===== src/rtl/mm_stream_host.sv =====
// mm_stream_host: sequences one accelerator job (configure over AXI-lite,
// stream 32 input words out, collect 16 result words, poll ap_done).
module mm_stream_host #(
  parameter int pADDR_WIDTH = 12,
  parameter int pDATA_WIDTH = 32
) (
  input  logic                   axis_clk,
  input  logic                   axis_rst_n,
  input  logic                   cmd_start,
  output logic                   done,
  input  logic                   ld_we,
  input  logic [4:0]             ld_addr,
  input  logic [pDATA_WIDTH-1:0] ld_data,
  input  logic [3:0]             rd_addr,
  output logic [pDATA_WIDTH-1:0] rd_data,
  output logic                   awvalid,
  input  logic                   awready,
  output logic [pADDR_WIDTH-1:0] awaddr,
  output logic                   wvalid,
  input  logic                   wready,
  output logic [pDATA_WIDTH-1:0] wdata,
  output logic                   arvalid,
  input  logic                   arready,
  output logic [pADDR_WIDTH-1:0] araddr,
  output logic                   rready,
  input  logic                   rvalid,
  input  logic [pDATA_WIDTH-1:0] rdata,
  output logic                   ss_tvalid,
  input  logic                   ss_tready,
  output logic [pDATA_WIDTH-1:0] ss_tdata,
  output logic                   ss_tlast,
  input  logic                   sm_tvalid,
  output logic                   sm_tready,
  input  logic [pDATA_WIDTH-1:0] sm_tdata,
  input  logic                   sm_tlast
);
  typedef enum logic [2:0] {IDLE, CFG, STREAM, POLL_AR, POLL_R, DONE} state_t;
  state_t                 state_q, state_d;
  logic [5:0]             tx_cnt_q, tx_cnt_d, tx_nxt;
  logic [4:0]             rx_cnt_q, rx_cnt_d, rx_nxt;
  logic                   aw_ok_q, aw_ok_d, w_ok_q, w_ok_d;
  logic                   start, aw_hs, w_hs, ss_hs, sm_hs;
  logic [pDATA_WIDTH-1:0] inbuf_q [32];
  logic [pDATA_WIDTH-1:0] resbuf_q [16];
  logic                   unused_ok;
  // Only rdata[1] (ap_done) matters; tlast is informational.
  assign unused_ok = ^{sm_tlast, rdata[pDATA_WIDTH-1:2], rdata[0]};
  assign start = state_q == IDLE && cmd_start;
  assign aw_hs = awvalid && awready;
  assign w_hs  = wvalid && wready;
  assign ss_hs = ss_tvalid && ss_tready;
  assign sm_hs = sm_tvalid && sm_tready;
  assign tx_nxt = tx_cnt_q + {5'd0, ss_hs};
  assign rx_nxt = rx_cnt_q + {4'd0, sm_hs};
  assign rd_data = resbuf_q[rd_addr];
  // State, counters and handshake-complete flags
  always_ff @(posedge axis_clk or negedge axis_rst_n) begin
    if (!axis_rst_n) begin
      state_q  <= IDLE;
      tx_cnt_q <= '0;
      rx_cnt_q <= '0;
      aw_ok_q  <= 1'b0;
      w_ok_q   <= 1'b0;
    end else begin
      state_q  <= state_d;
      tx_cnt_q <= tx_cnt_d;
      rx_cnt_q <= rx_cnt_d;
      aw_ok_q  <= aw_ok_d;
      w_ok_q   <= w_ok_d;
    end
  end
  // Next state; CFG and STREAM exits count a handshake landing this cycle
  always_comb begin
    state_d = state_q;
    case (state_q)
      IDLE:    state_d = cmd_start ? CFG : IDLE;
      CFG:     state_d = (aw_ok_q || aw_hs) && (w_ok_q || w_hs) ? STREAM : CFG;
      STREAM:  state_d = tx_nxt == 6'd32 && rx_nxt == 5'd16 ? POLL_AR : STREAM;
      POLL_AR: state_d = arready ? POLL_R : POLL_AR;
      POLL_R:  state_d = rvalid ? (rdata[1] ? DONE : POLL_AR) : POLL_R;
      DONE:    state_d = IDLE;
      default: state_d = IDLE;
    endcase
  end
  // Counters and flags clear only when a job is launched
  always_comb begin
    tx_cnt_d = start ? '0 : tx_nxt;
    rx_cnt_d = start ? '0 : rx_nxt;
    aw_ok_d  = start ? 1'b0 : aw_ok_q || aw_hs;
    w_ok_d   = start ? 1'b0 : w_ok_q || w_hs;
  end
  // Outputs decoded from state; stream data follows tx_cnt so it holds while stalled
  always_comb begin
    awvalid   = state_q == CFG && !aw_ok_q;
    wvalid    = state_q == CFG && !w_ok_q;
    awaddr    = '0;
    wdata     = {{(pDATA_WIDTH-1){1'b0}}, state_q == CFG};
    arvalid   = state_q == POLL_AR;
    araddr    = '0;
    rready    = state_q == POLL_R;
    ss_tvalid = state_q == STREAM && !tx_cnt_q[5];
    ss_tdata  = ss_tvalid ? inbuf_q[tx_cnt_q[4:0]] : '0;
    ss_tlast  = ss_tvalid && tx_cnt_q == 6'd31;
    sm_tready = state_q == STREAM && !rx_cnt_q[4];
    done      = state_q == DONE;
  end
  // Buffers carry no reset so results survive across jobs and resets
  always_ff @(posedge axis_clk) begin
    if (ld_we && state_q == IDLE) inbuf_q[ld_addr] <= ld_data;
    if (sm_hs) resbuf_q[rx_cnt_q[3:0]] <= sm_tdata;
  end
endmodule


===== config.mk =====
export PLATFORM = sky130hd
export DESIGN_NAME = mm_stream_host
export DESIGN_NICKNAME = d
export VERILOG_FILES = /design/src/rtl/mm_stream_host.sv
export SDC_FILE = /design/constraint.sdc
export NUM_CORES = 1
export LEC_CHECK = 0
export BUFFER_PORTS_ARGS = -buffer_cell sky130_fd_sc_hd__buf_4
export CORE_UTILIZATION = 40
export CTS_BUF_LIST = sky130_fd_sc_hd__clkbuf_8
export DETAILED_ROUTE_END_ITERATION = 7
export PLACE_DENSITY = 0.67
export SLEW_MARGIN = 40
export SYNTH_ARGS = -nofsm -noshare
export SYNTH_HDL_FRONTEND = slang
export SYNTH_SLANG_ARGS = --single-unit

===== constraint.sdc =====
create_clock -name axis_clk -period 7.15 [get_ports axis_clk]
set_input_delay 1.43 -clock axis_clk [delete_from_list [all_inputs] [get_ports axis_clk]]
set_output_delay 1.43 -clock axis_clk [all_outputs]
set_load 0.1 [all_outputs]

# ---- Yosys cells after proc, flatten, opt, wreduce, memory -nomap -nowiden
# Memory sizes are Yosys's and may differ from the RTL's.
# Cells that the tools add are included.
dict set report classes {
  n_reduce_logical 20
  div_mod_pow 0
  shift 0
  eq_ne 8
  n_addsub 2
  mul 0
  n_bitwise 0
  order_cmp 0
  muxes 16
}
# cell count
set op_table {}
lappend op_table {{$mux W32} 1}
lappend op_table {{$pmux W3 S5} 1}
lappend op_table {{$logic_and A1 B1 Y1} 13}
lappend op_table {{$mux W3} 3}
lappend op_table {{$mux W1} 8}
lappend op_table {{$add A6 B1 Y6} 1}
lappend op_table {{$eq A3 B2 Y1 const B} 2}
lappend op_table {{$eq A3 B3 Y1 const B} 2}
lappend op_table {{$eq A6 B5 Y1 const B} 1}
lappend op_table {{$eq A6 B6 Y1 const B} 1}
lappend op_table {{$mux W6} 1}
lappend op_table {{$add A5 B1 Y5} 1}
lappend op_table {{$eq A5 B5 Y1 const B} 1}
lappend op_table {{$mux W5} 1}
lappend op_table {{$logic_not A1 Y1} 4}
lappend op_table {{$eq A3 B1 Y1 const B} 1}
lappend op_table {{$logic_not A3 Y1} 1}
lappend op_table {{$logic_or A1 B1 Y1} 2}
lappend op_table {{$mux W2} 1}
dict set report totals {
  memories 2
  out_inout_bits 128
  latchBits 0
  elab_cells 53
  romBits 0
  reg_bits 16
  ram_bits 1536
}
# memory depth width rd rd_clocked_by_memory_dff wr line_no
set memory_table {}
lappend memory_table {inbuf_q 32 32 1 0 1 43} ;# logic [pDATA_WIDTH-1:0] inbuf_q [32];
lappend memory_table {resbuf_q 16 32 1 0 1 44} ;# logic [pDATA_WIDTH-1:0] resbuf_q [16];

# ---- Logic depth before layout (Yosys ltp)
# Gate-level depths: netlist of run 1.
dict set report logic_depth {
  ltp_word 8
  ltp_mapped 11
}

# ---- Worst setup path before layout of run 1
# Ideal clock, no wire load.
dict set report synth_path {
  path_type {reg2out}
  from {reg state_q[0]}
  to {out ss_tlast}
  slack_ns 1.627
  required_ns 5.720
  arrival_ns 4.093
  stages_incl_launch_ff 5
  path_buffers 1
  path_cell_list {dfrtp_1 or3b_4 or2_1 clkbuf_1 nor4_1}
}
dict set report synth_via {
  elab_chain_cells 3
}
# item line_no
set synth_rtl {}
lappend synth_rtl {{start: declaration} 38} ;# state_t state_q, state_d;
lappend synth_rtl {{start signal: assignment} 65} ;# state_q <= state_d;
lappend synth_rtl {{$eq A3 B2 Y1} 101} ;# ss_tvalid = state_q == STREAM && !tx_cnt_q[5];
lappend synth_rtl {{$logic_and A1 B1 Y1} 101}
lappend synth_rtl {{$logic_and A1 B1 Y1} 103} ;# ss_tlast = ss_tvalid && tx_cnt_q == 6'd31;
lappend synth_rtl {{end: declaration} 31} ;# output logic ss_tlast,
# No other way between the ends.

# ---- Worst setup path in the final report of run 1
dict set report layout_path {
  from {reg tx_cnt_q[2]}
  to {out ss_tdata[16]}
}
dict set report layout_via {
  elab_chain_cells 2
}
# item line_no
set layout_rtl {}
lappend layout_rtl {{start: declaration} 39} ;# logic [5:0] tx_cnt_q, tx_cnt_d, tx_nxt;
lappend layout_rtl {{start signal: assignment} 66} ;# tx_cnt_q <= tx_cnt_d;
lappend layout_rtl {{$mem_v2 Z32 W32} -}
lappend layout_rtl {{$mux W32} 102} ;# ss_tdata = ss_tvalid ? inbuf_q[tx_cnt_q[4:0]] : '0;
lappend layout_rtl {{end: declaration} 30} ;# output logic [pDATA_WIDTH-1:0] ss_tdata,
# No other way between the ends.

==> results of run 1 <==
[where the power goes]
group          switching (mW)  internal, mW
combinational            3.07          1.64
sequential              0.153          10.2
clock                    3.49          3.26
total                    6.71          15.1
[state kept, by name, indices dropped and copies added (netlist names)]
name / cells
state_q: 3
resbuf_q: 512
w_ok_q: 1
aw_ok_q: 1
tx_cnt_q: 6
rx_cnt_q: 5
inbuf_q: 1024
[synth_stat cells (all sizes together), types with 6 or more instances]
library cell,n
a21oi,68
nor3,7
dfrtp,16
nand3,6
nor2b,8
a221oi,64
clkbuf,53
nor2,61
buf,155
o221ai,64
mux4,320
edfxtp,1536
xnor2,6
nand2,10
o21ai,33
mux2i,224
or2,34
[kinds of logic after synthesis]
kind of cell               Yosys count  share of synthesized area (%)
AOI/OAI and AO/OA                  236                           3.13
xor gates and xnor gates            10                          0.145
adders and majority gates            4                         0.0831
buffers and inverters              213                           2.31
DFF                               1552                           77.3
muxes                              545                           15.7
other                                1                        0.00623
and+or+nand+nor                    151                           1.32
[final cells by class]
type,instances,area [um2]
fillers,12300,80100
flip-flops and latches,1552,46500
multi-input cells,1001,12900
clock buffers,237,3260
well taps,2002,2500
repair buffers,241,2000
clock inverters,207,1190
inverters,5,21.3
diodes,4,10.0
[through the flow]
stage	power [mW]	utilization [%]
after global routing	22.6	46.0
after CTS	22.0	46.0
after detailed placement	15.3	43.0
after global placement	15.2	42.9
after floorplan	14.2	-
final	21.8	46.0
[how the worst max path moves through the flow]
stage / from / end / slack [ps] / cells after the start
after detailed placement: tx_cnt_q[1]$_DFF_PN0_ / ss_tdata[5] / 1840 / 6
after CTS: tx_cnt_q[1]$_DFF_PN0_ / ss_tdata[5] / 870 / 6
after global routing: tx_cnt_q[2]$_DFF_PN0_ / ss_tdata[5] / 1150 / 7
after global placement: tx_cnt_q[1]$_DFF_PN0_ / ss_tdata[5] / 1840 / 6
final: tx_cnt_q[2]$_DFF_PN0_ / ss_tdata[16] / 1280 / 7
after floorplan: state_q[0]$_DFF_PN0_ / ss_tlast / 1630 / 4
[layer usage]
layer / GRT usage (%) / up-vias / share of wire (%)
met4: 5.63 / 22 / 2.4
met5: 0 / - / 0.11
li1: - / 12100 / -
met3: 4.91 / 230 / 7.8
met1: 23.4 / 15100 / 40
met2: 30.5 / 1087 / 50
==> summary by stage, run 1 <==
Setup path
Together, buffers and inverters on the worst path number 3. The reg2reg setup slack is 3560 ps. In this run the critical register-to-register path is launched from state_q[1]$_DFF_PN0_. On the worst path, the slowest cell contributes a delay of 890 ps.

The number of cells on the worst reg-to-reg path is 10. The endpoint arrival time on the critical path is 4440 ps. Counting stages on the worst path, the most repeated cell is sky130_fd_sc_hd__buf_4. For the worst setup path, the data required time is 5720 ps. Traced cell by cell, the critical path runs through buf_4, nand3b_1, buf_4, o221ai_1, a21oi_1, a221oi_2, buf_4. In this run the worst path has a maximum fanout of 41.

The critical register-to-register path endpoint is state_q[0]$_DFF_PN0_. STA classifies the critical path endpoint as a primary output. STA classifies the critical path startpoint as a flop. The family of cells with the greatest summed delay on the critical path is buffers and inverters. The library cell contributing the largest single delay on the critical path is sky130_fd_sc_hd__dfrtp_4. The setup path with the least slack is of type flop to primary output.

Cells and area
The library cell used most frequently in the layout, excluding fill and tap cells, is sky130_fd_sc_hd__edfxtp_1. The number of standard cells in the layout, taps in and fillers out is 5249. The post-route cell area is 0.0684 mm2. The library cells used most frequently in the layout, excluding fill and tap cells, are sky130_fd_sc_hd__edfxtp_1, sky130_fd_sc_hd__mux4_2, sky130_fd_sc_hd__clkbuf_8. In the final design database the tool counted 3155 nets. The signed area change from the synthesized netlist to the final layout is 13.6%. The layout cell share with drive strength beyond 1 is 30.5%.

Synth
Synthesis handed over a netlist of 2712 instances. The number of flops mapped to enable cells by yosys is 1536. The count of yosys warnings during synthesis is 0. Summed over all instances, the cell type with the most area after synthesis is sky130_fd_sc_hd__edfxtp_1. For this run, the leading register cell type out of synthesis is sky130_fd_sc_hd__edfxtp_1.

The netlist area before placement is 0.0602 mm2. Ranked by total cell area, the synthesized netlist is headed by sky130_fd_sc_hd__edfxtp_1, sky130_fd_sc_hd__mux4_2, sky130_fd_sc_hd__mux2i_1, sky130_fd_sc_hd__buf_4, sky130_fd_sc_hd__o221ai_1. Synthesis inferred 1552 register bits. Summing the sequential cell areas from Yosys gives 77.3% of the chip area. The post-synthesis cell type count is 53. The share of the synthesized area in the top cell type is 76.6%. The post-synthesis area per instance is 22.2 um2. The share of flip-flops with an asynchronous set or reset after synthesis is 1.03%.

GRT
The number of global-route vias before repair is 29200. The number of antenna violations at the first check in global routing is 15. The pin count of the biggest net entering global routing is 75. The global-route wire length before repair is 201000 um. In the global route stage, overall resource usage came out at 18.3%. The final global-route overflow total is 0.

Timing
Setup repair after global routing left no endpoint under its margin. The number of slew-limit violations in the final report is 0. Final hold analysis gives a worst-case slack of 396 ps. The transition at the pin with the smallest max-transition slack is 829 ps. The shortest clock period the worst path allows after layout is 5870 ps. The number of failing hold endpoints at the final stage was 0.

The final sum of negative setup slack is 0 ps. After layout, the worst setup slack is 1280 ps. The final worst clock skew is 124 ps. For this run, the top clock speed supported by timing is 171 MHz. The worst pin sits at a relative slew slack of 44.6%. The share of the clock period used by the worst path is 82.0%. Setup violations remaining at the end of the flow were counted as 0.

Pwr
For this design the ratio of total power to cell area is 319 mW/mm2. The peak supply drop is 331 uV. Summed over all cells, the static leakage comes to 21.6 nW.

CTS
After clock tree synthesis, the clock-pin slew on the worst setup and hold paths is 60 ps. The CTS tree is yes. In this run, post-CTS repair resized a total of 0 instances. The depth of the CTS H-tree is 4. For this design, the CTS-stage hold fixing added 0 buffers.

The number of buffers created by CTS is 234. No sink is reached through more buffers than the 3 on the longest clock path. Post-CTS timing repair inserted 0 buffers for setup.

The clock latency reported for the late side of the worst-skew pair is 960 ps. In this run the clock root is driven by a sky130_fd_sc_hd__clkbuf_8. The clock sink count is 1552.

Die
The floorplan has 141 rows. The area of the core is 0.149 mm2. The floorplan step defined a die boundary enclosing 0.152 mm2. The horizontal extent of the die is 390 um. For this design the top-level I/O count stands at 244. The floorplan step set the die height to 390 um.

The initial standard-cell utilization of the core is 40.5%.

Drt
The via count is 28500. The count of nets left with antenna violations after detail routing is 0. The violation count after the first detailed-route iteration is 2522.

The pre-antenna-repair detailed-routing pass consisted of 5 iterations. The detail-routed net length per standard cell is 26.6 um. For this block, the routed nets add up to 140000 um of wire. The count of unresolved DRC violations after routing is 0.

After detailed routing, the number of vias per cell comes to 5.43.

Placed design
The HPWL reported at the end of detailed placement is 76200 um. The post-detailed-placement cell area is 0.0639 mm2. The placed instance count is 4799.

The number of port buffers is 156. The congestion estimate from routability-driven global placement came to 0.748. Timing analysis after detailed placement gives a worst setup slack of 1840 ps.

Outcome
The run finished with clean final reports.

Flow run
The tool flagged a number of max-cap violations equal to 0.

Min path
The class of the tightest hold or removal check is primary input to asynchronous set/reset pin.
Power figures use the tool's default switching activity.
==> run 2, diff against run 1 <==
- clock period: 7.15 -> 5.6 ns (I/O delays scaled with it)
==> summary by stage, run 2 (synthesis results as in run 1) <==
CTS
The clock sink count is 1552 (unchanged). The number of buffers on the longest clock path is 3 (unchanged). The root cell of the clock tree is sky130_fd_sc_hd__clkbuf_8.

TritonCTS built the clock tree. The post-cts resize count is 0 (unchanged). The number of buffers inserted by post-CTS setup repair is 0 (unchanged). The depth of the CTS H-tree is 4 (unchanged). The clock latency reported for the late side of the worst-skew pair is 940 ps (-20 ps).

The post-cts hold buffer count is 0 (unchanged). The clock slew seen by the registers of the worst setup and hold paths was 70 ps (about the same). The number of buffers created by CTS is 237 (+1.3%).

GRT
The pin count of the biggest net entering global routing came to 67 (-11%). The final global-route overflow total is 0 (unchanged). The total track usage is 18.2% (-0.16 points).

The global-route wire length before repair is 200000 um (-0.60%). The number of global-route vias before repair is 29100 (-0.28%). The number of antenna violations at the first check in global routing was 14 (-1).

Die
The initial standard-cell utilization of the core was 40.5% (unchanged). The overall die height is 390 um (unchanged). The horizontal extent of the die is 390 um (unchanged). The area of the die is 0.152 mm2 (unchanged). The area of the core is 0.149 mm2 (unchanged). The I/O pin total is 244 (unchanged).

The placement row count came to 141 (unchanged).

Timing
The worst slack on hold paths is 87.1 ps (-309 ps). The transition at the pin with the smallest max-transition slack was 829 ps (-0.291 ps). Setup repair after global routing left no endpoint under its margin. The number of failing hold endpoints at the final stage is 0 (unchanged). The share of the clock period used by the worst path is 92.3%. The final worst clock skew was 98.4 ps (-25.9 ps).

The final sum of negative setup slack is 0 ps (unchanged). Static timing analysis puts the maximum clock frequency at 194 MHz. The worst-case headroom to the max-slew limit is 44.8% (+0.15 points). The number of slew-limit violations in the final report is 0 (unchanged). Counting I/O delays and the setup requirement, the final critical path takes 5170 ps. The final number of setup-violating endpoints came to 0 (unchanged).

Drt
The detailed-router iteration count before antenna repair is 5 (unchanged). The count of unresolved DRC violations after routing is 0 (unchanged). The detail-routed net length per standard cell is 26.4 um (-1.0%).

The count of nets left with antenna violations after detail routing came to 0 (unchanged). The number of vias per cell after detailed routing is 5.42 (-0.16%). The routed wire length is 139000 um (-0.84%). The via count is 28500 (+0.014%). The violation count after the first detailed-route iteration is 2469 (-2.1%).

Flow run
The number of max-cap violations was 0 (unchanged).

Placed design
The HPWL reported at the end of detailed placement is 79000 um (+3.6%). The global placer's final weighted congestion came to 0.751 (+0.32%). The number of port buffers is 156 (unchanged).

Cells and area
The area of the multi-input gates came to 0.0129 mm2 (unchanged). Leaving out fill and tap cells, the most frequent cell in the layout is sky130_fd_sc_hd__edfxtp_1. The sequential standard cell area came to 0.0465 mm2 (about the same).

The number of flip-flops in the largest register was 1024 (unchanged). The number of filler cells placed in the layout was 12300 (-0.016%). Compared with the post-synthesis result, the final layout area differs by 14.0%. The top cell types in the final layout, fill and taps aside, are sky130_fd_sc_hd__edfxtp_1, sky130_fd_sc_hd__mux4_2, sky130_fd_sc_hd__clkbuf_8. inbuf_q holds more flip-flops than any other register.

The net count of the finished layout is 3178 (+0.73%). The layout cell share with drive strength beyond 1 is 30.8% (+0.25 points).

Pwr
The peak supply drop was 456 uV (+38%). The static leakage power is 21.7 nW (+0.37%). The power density normalized to cell area is 407 mW/mm2 (+28%).

Setup path
Traced cell by cell, the critical path runs through buf_12, buf_4, buf_4, mux2i_1, o221ai_1, a21oi_1, a221oi_2, buf_4. In this run the critical register-to-register path is launched from state_q[0]$_DFF_PN0_. STA classifies the critical path startpoint as a flop. The number of cells on the worst reg-to-reg path was 5 (-5).

In this run the critical register-to-register path is captured at inbuf_q[30][24]$_DFFE_PP_. The largest fanout on the critical path came to 49 (+20%). Among all stages on the critical path, the largest delay is contributed by sky130_fd_sc_hd__dfrtp_4.

The reg2reg setup slack is 2200 ps (-1360 ps). The worst setup path is captured at a primary output. The critical path in this run is classified as flop to primary output. The delay contributed by the slowest stage of the critical path came to 860 ps (-30 ps). The source of the critical timing path is tx_cnt_q[0]$_DFF_PN0_. The endpoint arrival time on the critical path is 4050 ps (-390 ps).

The data required time of the worst path is 4480 ps (-1240 ps). Following the worst setup path forward leads to its endpoint at ss_tdata[31]. The dominant cell type by count on the critical path is sky130_fd_sc_hd__buf_4.

Outcome
The run finished with clean final reports.

Min path
The class of the tightest hold or removal check is primary input to asynchronous set/reset pin.
## run 2: changes by cell type in the layout (fill, tap and decap cells not counted), moves of 4 or more
cell,before,now
sky130_fd_sc_hd__clkinv_2,38,27
sky130_fd_sc_hd__buf_6,5,1
sky130_fd_sc_hd__inv_6,0,4
sky130_fd_sc_hd__buf_12,8,14
sky130_fd_sc_hd__buf_8,3,8
sky130_fd_sc_hd__buf_4,222,234
sky130_fd_sc_hd__clkinv_8,5,0
## run 2: worst min path at each step
stage	slack, ps	startpoint	cells past startpoint	endpoint
final	90	axis_rst_n	1	state_q[1]$_DFF_PN0_
after global routing	30	axis_rst_n	1	state_q[1]$_DFF_PN0_
after CTS	1	axis_rst_n	1	state_q[2]$_DFF_PN0_
after detailed placement	540	aw_ok_q$_DFF_PN0_	2	aw_ok_q$_DFF_PN0_
after global placement	520	w_ok_q$_DFF_PN0_	2	w_ok_q$_DFF_PN0_
after floorplan	490	aw_ok_q$_DFF_PN0_	2	aw_ok_q$_DFF_PN0_
## run 2: cell type report
type / instances / area share, %
flip-flops and latches: 1552 / 67.8
clock buffers: 240 / 4.82
inverters: 5 / 0.0310
multi-input cells: 1001 / 18.8
diodes: 4 / 0.0146
repair buffers: 261 / 3.30
well taps: 2002 / 3.65
clock inverters: 193 / 1.56
## run 2: power breakdown
group / internal [mW] / total (mW) / switching (mW)
Clock: 4.25 / 8.60 / 4.35
Sequential: 13.0 / 13.3 / 0.249
Combinational: 2.14 / 6.06 / 3.92
## run 2: stage by stage
step | instances | cell area (um2) | utilization (%) | power (mW) | setup WS (ps)
after floorplan | 2766 | 60400 | - | 18.1 | 387
after global placement | 4809 | 64000 | 43.1 | 19.6 | 1080
after detailed placement | 4821 | 64200 | 43.2 | 19.6 | 1090
after CTS | 5254 | 68600 | 46.2 | 28.2 | 263
after global routing | 5256 | 68600 | 46.2 | 28.9 | 205
final | 5258 | 68600 | 46.2 | 27.9 | 433
## run 2: worst max-delay path, delay by kind of cell (launching register included)
| family | cells | cell delay (ps) |
|---|---|---|
| DFF | 1 | 860 |
| AOI/OAI and AO/OA | 3 | 680 |
| muxes | 1 | 110 |
| buffers and inverters | 4 | 1430 |
## run 2: layer usage
layer,wire length [um],up-vias,GRT usage (%)
met2,70300,1030,30.8
met4,3520,20,5.68
met5,127,-,0
met1,55200,15100,23.2
met3,9530,220,4.02
li1,-,12100,-
